## src/rtl/id_ex_if.sv

```systemverilog
// id_ex_if: decode-stage instruction, forwarding sources and EX-stage outputs of the ID/EX stage.
interface id_ex_if #(parameter int DATA_W = 32, parameter int RA_W = 5, parameter int CNT_W = 16);
   logic              id_valid;
   logic [RA_W-1:0]   id_rs1;
   logic [RA_W-1:0]   id_rs2;
   logic [RA_W-1:0]   id_rd;
   logic [DATA_W-1:0] id_rs1_data;
   logic [DATA_W-1:0] id_rs2_data;
   logic [DATA_W-1:0] id_imm;
   logic              id_use_imm;
   logic [3:0]        id_func;
   logic              id_reg_write;
   logic              id_mem_read;
   logic              id_mem_write;
   logic              flush;
   logic              mem_fwd_en;
   logic [RA_W-1:0]   mem_fwd_rd;
   logic [DATA_W-1:0] mem_fwd_data;
   logic              wb_fwd_en;
   logic [RA_W-1:0]   wb_fwd_rd;
   logic [DATA_W-1:0] wb_fwd_data;
   logic              stall_id;
   logic [DATA_W-1:0] alu_in1;
   logic [DATA_W-1:0] alu_in2;
   logic [3:0]        alu_func;
   logic              ex_valid;
   logic [RA_W-1:0]   ex_rd;
   logic              ex_reg_write;
   logic              ex_mem_read;
   logic              ex_mem_write;
   logic [DATA_W-1:0] ex_store_data;
   logic [CNT_W-1:0]  stall_count;
   modport master (
      output id_valid, id_rs1, id_rs2, id_rd, id_rs1_data, id_rs2_data, id_imm, id_use_imm,
             id_func, id_reg_write, id_mem_read, id_mem_write, flush,
             mem_fwd_en, mem_fwd_rd, mem_fwd_data, wb_fwd_en, wb_fwd_rd, wb_fwd_data,
      input  stall_id, alu_in1, alu_in2, alu_func, ex_valid, ex_rd, ex_reg_write,
             ex_mem_read, ex_mem_write, ex_store_data, stall_count
   );
   modport slave (
      input  id_valid, id_rs1, id_rs2, id_rd, id_rs1_data, id_rs2_data, id_imm, id_use_imm,
             id_func, id_reg_write, id_mem_read, id_mem_write, flush,
             mem_fwd_en, mem_fwd_rd, mem_fwd_data, wb_fwd_en, wb_fwd_rd, wb_fwd_data,
      output stall_id, alu_in1, alu_in2, alu_func, ex_valid, ex_rd, ex_reg_write,
             ex_mem_read, ex_mem_write, ex_store_data, stall_count
   );
endinterface

```

## src/rtl/id_ex_stage.sv

```systemverilog
// id_ex_stage: ID/EX pipeline register with MEM/WB forwarding, load-use bubbles and stall counting.
module id_ex_stage #(parameter int DATA_W = 32, parameter int RA_W = 5, parameter int CNT_W = 16) (
   input logic    clk,
   input logic    rst,
   id_ex_if.slave bus
);
   logic              r_valid, r_use_imm, r_reg_write, r_mem_read, r_mem_write;
   logic [RA_W-1:0]   r_rd, r_rs1, r_rs2;
   logic [DATA_W-1:0] r_rs1_data, r_rs2_data, r_imm;
   logic [3:0]        r_func;
   logic [CNT_W-1:0]  r_cnt;
   logic              w_luh, w_stall, w_kill, w_cap;
   logic [DATA_W-1:0] w_rs1_fwd, w_rs2_fwd;
   // rs2 only matters to a load when it feeds the ALU or supplies store data
   assign w_luh = r_valid && r_mem_read && r_rd != '0 && bus.id_valid &&
                  (r_rd == bus.id_rs1 || (r_rd == bus.id_rs2 && (!bus.id_use_imm || bus.id_mem_write)));
   assign w_stall = w_luh && !bus.flush;
   assign w_kill  = bus.flush || w_luh;
   assign w_cap   = !w_kill && bus.id_valid;
   assign w_rs1_fwd = (bus.mem_fwd_en && bus.mem_fwd_rd == r_rs1 && r_rs1 != '0) ? bus.mem_fwd_data :
                      (bus.wb_fwd_en && bus.wb_fwd_rd == r_rs1 && r_rs1 != '0) ? bus.wb_fwd_data : r_rs1_data;
   assign w_rs2_fwd = (bus.mem_fwd_en && bus.mem_fwd_rd == r_rs2 && r_rs2 != '0) ? bus.mem_fwd_data :
                      (bus.wb_fwd_en && bus.wb_fwd_rd == r_rs2 && r_rs2 != '0) ? bus.wb_fwd_data : r_rs2_data;
   always_ff @(posedge clk) begin
      if (rst) begin
         r_valid     <= 1'b0;
         r_use_imm   <= 1'b0;
         r_reg_write <= 1'b0;
         r_mem_read  <= 1'b0;
         r_mem_write <= 1'b0;
         r_rd        <= '0;
         r_rs1       <= '0;
         r_rs2       <= '0;
         r_rs1_data  <= '0;
         r_rs2_data  <= '0;
         r_imm       <= '0;
         r_func      <= '0;
         r_cnt       <= '0;
      end else begin
         r_valid     <= w_cap;
         r_use_imm   <= w_kill ? 1'b0 : bus.id_use_imm;
         r_reg_write <= w_cap && bus.id_reg_write;
         r_mem_read  <= w_cap && bus.id_mem_read;
         r_mem_write <= w_cap && bus.id_mem_write;
         r_rd        <= w_kill ? '0 : bus.id_rd;
         r_rs1       <= w_kill ? '0 : bus.id_rs1;
         r_rs2       <= w_kill ? '0 : bus.id_rs2;
         r_rs1_data  <= w_kill ? '0 : bus.id_rs1_data;
         r_rs2_data  <= w_kill ? '0 : bus.id_rs2_data;
         r_imm       <= w_kill ? '0 : bus.id_imm;
         r_func      <= w_kill ? '0 : bus.id_func;
         r_cnt       <= (w_stall && !(&r_cnt)) ? r_cnt + CNT_W'(1) : r_cnt;
      end
   end
   assign bus.stall_id      = w_stall;
   assign bus.alu_in1       = w_rs1_fwd;
   assign bus.alu_in2       = r_use_imm ? r_imm : w_rs2_fwd;
   assign bus.alu_func      = r_func;
   assign bus.ex_valid      = r_valid;
   assign bus.ex_rd         = r_rd;
   assign bus.ex_reg_write  = r_reg_write;
   assign bus.ex_mem_read   = r_mem_read;
   assign bus.ex_mem_write  = r_mem_write;
   assign bus.ex_store_data = w_rs2_fwd;
   assign bus.stall_count   = r_cnt;
endmodule

```

## src/flat_wrapper.sv

```systemverilog
// flat-port wrapper written by rule: the top's interface ports become plain ports
module id_ex_stage_flat 
#(parameter int DATA_W = 32, parameter int RA_W = 5, parameter int CNT_W = 16)
  (clk, rst, bus_id_valid, bus_id_rs1, bus_id_rs2, bus_id_rd, bus_id_rs1_data, bus_id_rs2_data, bus_id_imm, bus_id_use_imm, bus_id_func, bus_id_reg_write, bus_id_mem_read, bus_id_mem_write, bus_flush, bus_mem_fwd_en, bus_mem_fwd_rd, bus_mem_fwd_data, bus_wb_fwd_en, bus_wb_fwd_rd, bus_wb_fwd_data, bus_stall_id, bus_alu_in1, bus_alu_in2, bus_alu_func, bus_ex_valid, bus_ex_rd, bus_ex_reg_write, bus_ex_mem_read, bus_ex_mem_write, bus_ex_store_data, bus_stall_count);
  id_ex_if #(.DATA_W(DATA_W), .RA_W(RA_W), .CNT_W(CNT_W)) bus_i ();
  input logic clk;
  input logic rst;
  input wire logic [$bits(bus_i.id_valid)-1:0] bus_id_valid;
  input wire logic [$bits(bus_i.id_rs1)-1:0] bus_id_rs1;
  input wire logic [$bits(bus_i.id_rs2)-1:0] bus_id_rs2;
  input wire logic [$bits(bus_i.id_rd)-1:0] bus_id_rd;
  input wire logic [$bits(bus_i.id_rs1_data)-1:0] bus_id_rs1_data;
  input wire logic [$bits(bus_i.id_rs2_data)-1:0] bus_id_rs2_data;
  input wire logic [$bits(bus_i.id_imm)-1:0] bus_id_imm;
  input wire logic [$bits(bus_i.id_use_imm)-1:0] bus_id_use_imm;
  input wire logic [$bits(bus_i.id_func)-1:0] bus_id_func;
  input wire logic [$bits(bus_i.id_reg_write)-1:0] bus_id_reg_write;
  input wire logic [$bits(bus_i.id_mem_read)-1:0] bus_id_mem_read;
  input wire logic [$bits(bus_i.id_mem_write)-1:0] bus_id_mem_write;
  input wire logic [$bits(bus_i.flush)-1:0] bus_flush;
  input wire logic [$bits(bus_i.mem_fwd_en)-1:0] bus_mem_fwd_en;
  input wire logic [$bits(bus_i.mem_fwd_rd)-1:0] bus_mem_fwd_rd;
  input wire logic [$bits(bus_i.mem_fwd_data)-1:0] bus_mem_fwd_data;
  input wire logic [$bits(bus_i.wb_fwd_en)-1:0] bus_wb_fwd_en;
  input wire logic [$bits(bus_i.wb_fwd_rd)-1:0] bus_wb_fwd_rd;
  input wire logic [$bits(bus_i.wb_fwd_data)-1:0] bus_wb_fwd_data;
  output wire logic [$bits(bus_i.stall_id)-1:0] bus_stall_id;
  output wire logic [$bits(bus_i.alu_in1)-1:0] bus_alu_in1;
  output wire logic [$bits(bus_i.alu_in2)-1:0] bus_alu_in2;
  output wire logic [$bits(bus_i.alu_func)-1:0] bus_alu_func;
  output wire logic [$bits(bus_i.ex_valid)-1:0] bus_ex_valid;
  output wire logic [$bits(bus_i.ex_rd)-1:0] bus_ex_rd;
  output wire logic [$bits(bus_i.ex_reg_write)-1:0] bus_ex_reg_write;
  output wire logic [$bits(bus_i.ex_mem_read)-1:0] bus_ex_mem_read;
  output wire logic [$bits(bus_i.ex_mem_write)-1:0] bus_ex_mem_write;
  output wire logic [$bits(bus_i.ex_store_data)-1:0] bus_ex_store_data;
  output wire logic [$bits(bus_i.stall_count)-1:0] bus_stall_count;
  assign bus_i.id_valid = bus_id_valid;
  assign bus_i.id_rs1 = bus_id_rs1;
  assign bus_i.id_rs2 = bus_id_rs2;
  assign bus_i.id_rd = bus_id_rd;
  assign bus_i.id_rs1_data = bus_id_rs1_data;
  assign bus_i.id_rs2_data = bus_id_rs2_data;
  assign bus_i.id_imm = bus_id_imm;
  assign bus_i.id_use_imm = bus_id_use_imm;
  assign bus_i.id_func = bus_id_func;
  assign bus_i.id_reg_write = bus_id_reg_write;
  assign bus_i.id_mem_read = bus_id_mem_read;
  assign bus_i.id_mem_write = bus_id_mem_write;
  assign bus_i.flush = bus_flush;
  assign bus_i.mem_fwd_en = bus_mem_fwd_en;
  assign bus_i.mem_fwd_rd = bus_mem_fwd_rd;
  assign bus_i.mem_fwd_data = bus_mem_fwd_data;
  assign bus_i.wb_fwd_en = bus_wb_fwd_en;
  assign bus_i.wb_fwd_rd = bus_wb_fwd_rd;
  assign bus_i.wb_fwd_data = bus_wb_fwd_data;
  assign bus_stall_id = bus_i.stall_id;
  assign bus_alu_in1 = bus_i.alu_in1;
  assign bus_alu_in2 = bus_i.alu_in2;
  assign bus_alu_func = bus_i.alu_func;
  assign bus_ex_valid = bus_i.ex_valid;
  assign bus_ex_rd = bus_i.ex_rd;
  assign bus_ex_reg_write = bus_i.ex_reg_write;
  assign bus_ex_mem_read = bus_i.ex_mem_read;
  assign bus_ex_mem_write = bus_i.ex_mem_write;
  assign bus_ex_store_data = bus_i.ex_store_data;
  assign bus_stall_count = bus_i.stall_count;
  id_ex_stage #(.DATA_W(DATA_W), .RA_W(RA_W), .CNT_W(CNT_W)) u_core (.clk(clk), .rst(rst), .bus(bus_i));
endmodule
```

## config.mk

```make
export PLATFORM = sky130hd
export DESIGN_NAME = id_ex_stage_flat
export DESIGN_NICKNAME = d
export VERILOG_FILES = /design/src/rtl/id_ex_if.sv /design/src/rtl/id_ex_stage.sv /design/src/flat_wrapper.sv
export SDC_FILE = /design/constraint.sdc
export NUM_CORES = 1
export LEC_CHECK = 0
export ABC_AREA = 0
export CAP_MARGIN = 0
export CORE_AREA = 2 2 126 128
export DETAILED_ROUTE_END_ITERATION = 10
export DIE_AREA = 0 0 128 130
export DONT_BUFFER_PORTS = 1
export PLACE_DENSITY = 0.65
export SLEW_MARGIN = 20
export SYNTH_ARGS = -nofsm -noshare
export SYNTH_HDL_FRONTEND = slang
export SYNTH_SLANG_ARGS = --single-unit
```

## constraint.sdc

```tcl
create_clock -name clk -period 6.65 [get_ports clk]
set_input_delay 1.995 -clock clk [delete_from_list [all_inputs] [get_ports clk]]
set_output_delay 1.995 -clock clk [all_outputs]
set_load 0.05 [all_outputs]
```

==> flow_metrics.env <==
export IMPL_synth_area_mm2=0.00688
export IMPL_tritoncts="yes"
export IMPL_run_status="finished clean"
export IMPL_finalPower_mw=2.12
export IMPL_vdd_drop_max_mv=0.163
export IMPL_wl_um=21200
export IMPL_cts_sinks=136
export IMPL_finalClockSkew_ns=0.0102
export IMPL_p_leak_nw=2.82
export IMPL_io_buffers=0
export IMPL_drt_wirelength_per_cell_um=21.9
export IMPL_cp_required_ns=4.66
export IMPL_drive_gt1_share_pct=23.5
export IMPL_max_freq_ghz=0.172
export IMPL_synth_seq_cells=136
export IMPL_crit_buf_inv=1
export IMPL_yosysTopAreaCellShare_pct=39.5
export IMPL_final_setup_viol_count=0
export IMPL_cap_violations=0
export IMPL_dieArea_mm2=0.0166
export IMPL_ys_warn_count=0
export IMPL_syn_area_per_cell_um2=9.64
export IMPL_io_pins=325
export IMPL_final_cell_area_mm2=0.00812
export IMPL_final_common_cell="dfxtp_1"
export IMPL_h_tree_depth=4
export IMPL_synth_area_leaders="dfxtp_1, and2_1, a31oi_4, mux2_2, mux2i_1"
export IMPL_synth_yosys_seq_area_share_pct=39.5
export IMPL_grt_pass1_vias=5645
export IMPL_fin_crit_sh_pct=87.5
export IMPL_vias_per_cell=5.68
export IMPL_drt_iter0_drc=254
export IMPL_synth_edf_count=0
export IMPL_coreArea_mm2=0.0154
export IMPL_grt_pass1_wl_um=31200
export IMPL_syn_num_nets=914
export IMPL_rows=46
export IMPL_rrSetupSlack_ns=3.95
export IMPL_ys_flop_type="dfxtp_1"
export IMPL_overflow=0
export IMPL_dpl_cell_area_mm2=0.00751
export IMPL_hold_class="register to register"
export IMPL_antenna_found_initial=7
export IMPL_drv_slew=0
export IMPL_worst_r2r_path_depth=4
export IMPL_cts_resized=0
export IMPL_hpwl_um=15400
export IMPL_crit_slowest_cell="or2_4"
export IMPL_cts_root_buf="clkbuf_16"
export IMPL_hold_viol_final=0
export IMPL_path_cells="xnor2_1, nand4_1, or2_4, buf_4, a31oi_4, mux2_2"
export IMPL_start_kind="input pin"
export IMPL_hp_start="u_core.bus.stall_count[5]"
export IMPL_powerDensity_mw_per_mm2=261
export IMPL_ctsHoldBuffers=0
export IMPL_whs_endpoint="u_core.bus.stall_count[5]"
export IMPL_hold_depth=2
export IMPL_timing_slew_headroom_pct=35.2
export IMPL_arrival_ns=3.82
export IMPL_async_reset_ff_share_pct=0
export IMPL_grt_max_degree=65
export IMPL_die_h_um=130
export IMPL_slowest_delay_ns=0.64
export IMPL_layout_common_cells="dfxtp_1, and2_1, buf_4"
export IMPL_drc=0
export IMPL_firstDrtPassIters=4
export IMPL_clk_pin_slew_worst_paths_ns=0.06
export IMPL_rr_startpoint="u_core.bus.ex_rd[0]"
export IMPL_yosys_cell_types_count=47
export IMPL_area_delta_synth_final_pct=18.0
export IMPL_crit_fanout=26
export IMPL_nets=956
export IMPL_ant_nets=0
export IMPL_layout_min_cycle_time_ns=5.82
export IMPL_fin_tns_setup_ns=0
export IMPL_die_x_um=128
export IMPL_cpLargestDelayFamily="simple AND/OR/NAND/NOR gates"
export IMPL_fillers=1430
export IMPL_reg2reg_to="u_core.bus.stall_count[15]"
export IMPL_critPathKind="input pin to output port"
export IMPL_cts_buffer_depth=2
export IMPL_numCtsBuffers=17
export IMPL_tightest_slew_ns=0.967
export IMPL_start_util_pct=44.6
export IMPL_yosys_area_top_type="dfxtp_1"
export IMPL_grt_usage_pct=24.6
export IMPL_vias=5490
export IMPL_worstSkewPairLatency_ns=0.42
export IMPL_utilization_pct=52.7
export IMPL_gp_congestion=0.896
export IMPL_rsz0062_at_grt="no"
export IMPL_holdWs_ns=0.758
export IMPL_post_cts_setup_buffers=0
export IMPL_synthCells=714
export IMPL_end_kind="output port"
[per-stage QoR]
stage / setup WS, ns / instances
final: 0.834 / 967
after global routing: 0.749 / 964
after CTS: 0.815 / 961
after detailed placement: 0.845 / 929
after global placement: 0.885 / 929
after floorplan: 0.348 / 714
[worst reg2reg max path, stage by stage, from the launching register on]
cell	delay, ns
dfxtp_1	0.76
nor4_1	0.26
a211o_1	0.55
nor2_1	0.81
a211oi_1	0.16
[cell type report]
type | instances | area (um2) | area share (%)
Sequential cell | 136 | 2720 | 33.5
Antenna cell | 6 | 15.0 | 0.185
Clock buffer | 19 | 453 | 5.58
Timing Repair Buffer | 78 | 623 | 7.67
Inverter | 5 | 18.8 | 0.231
Clock inverter | 13 | 144 | 1.77
Tap cell | 192 | 240 | 2.96
Multi-Input combinational cell | 518 | 3900 | 48.1
[how the worst max path moves through the flow]
stage | from | endpoint | slack (ns) | cells past startpoint
after floorplan | bus_wb_fwd_rd[1] | bus_alu_in2[30] | 0.35 | 7
after global placement | bus_mem_fwd_rd[1] | bus_alu_in2[0] | 0.89 | 6
after detailed placement | bus_mem_fwd_rd[1] | bus_alu_in2[22] | 0.85 | 6
after CTS | bus_mem_fwd_rd[1] | bus_alu_in2[22] | 0.82 | 6
after global routing | bus_mem_fwd_rd[4] | bus_alu_in2[22] | 0.75 | 6
final | bus_mem_fwd_rd[1] | bus_alu_in2[22] | 0.83 | 6
[kinds of logic after synthesis]
logic type / share of synthesized area, %
adder cells (fa/ha/maj): 0.182
buffers and inverters: 4.47
XOR/XNOR: 3.82
flip-flops: 39.5
AND/OR/NAND/NOR: 23.5
multiplexers: 9.89
AO/OA/AOI/OAI: 18.6
[power by group]
group          total [mW]  internal, mW  switching [mW]  leakage (nW)
combinational       0.301        0.0955           0.205          1.42
clock               0.946         0.575           0.371         0.282
sequential          0.871         0.844          0.0269          1.11
total                2.12          1.51           0.604          2.82
[metal layers]
metal	vias up	part of all wire (%)	track usage (%)
met5	-	0.13	0
met4	4	1.3	7.37
met3	25	9.3	10.7
met2	230	51	43.6
met1	2592	38	26.7
li1	2639	-	-
[sequential cells by signal, indices dropped and copies added (netlist names)]
signal,count
u_core.r_imm,32
u_core.bus.ex_mem_write,1
u_core.r_use_imm,1
u_core.r_rs2,5
u_core.bus.stall_count,16
u_core.r_rs1,5
u_core.bus.ex_rd,5
u_core.r_rs1_data,32
u_core.bus.alu_func,4
u_core.bus.ex_mem_read,1
u_core.bus.ex_reg_write,1
u_core.bus.ex_valid,1
u_core.r_rs2_data,32
[Yosys cell counts (2+ instances only)]
| cell type | n |
|---|---|
| nor4_1 | 4 |
| and3_1 | 8 |
| o31ai_1 | 11 |
| o21ai_0 | 22 |
| a31oi_1 | 3 |
| clkbuf_1 | 29 |
| mux2_2 | 31 |
| a211oi_1 | 2 |
| buf_12 | 3 |
| nand4_1 | 16 |
| nand2_1 | 39 |
| or3_1 | 3 |
| nor2_1 | 3 |
| o21ai_1 | 46 |
| a21oi_1 | 13 |
| xnor2_1 | 26 |
| mux2i_1 | 32 |
| inv_1 | 5 |
| a31oi_4 | 30 |
| dfxtp_1 | 136 |
| o211ai_2 | 2 |
| or4_1 | 10 |
| nor3_1 | 34 |
| xor2_1 | 4 |
| and2_1 | 119 |
| nor4_2 | 2 |
| and4_1 | 4 |
| nand3_1 | 38 |
| buf_2 | 21 |
Power figures use the tool's default switching activity.
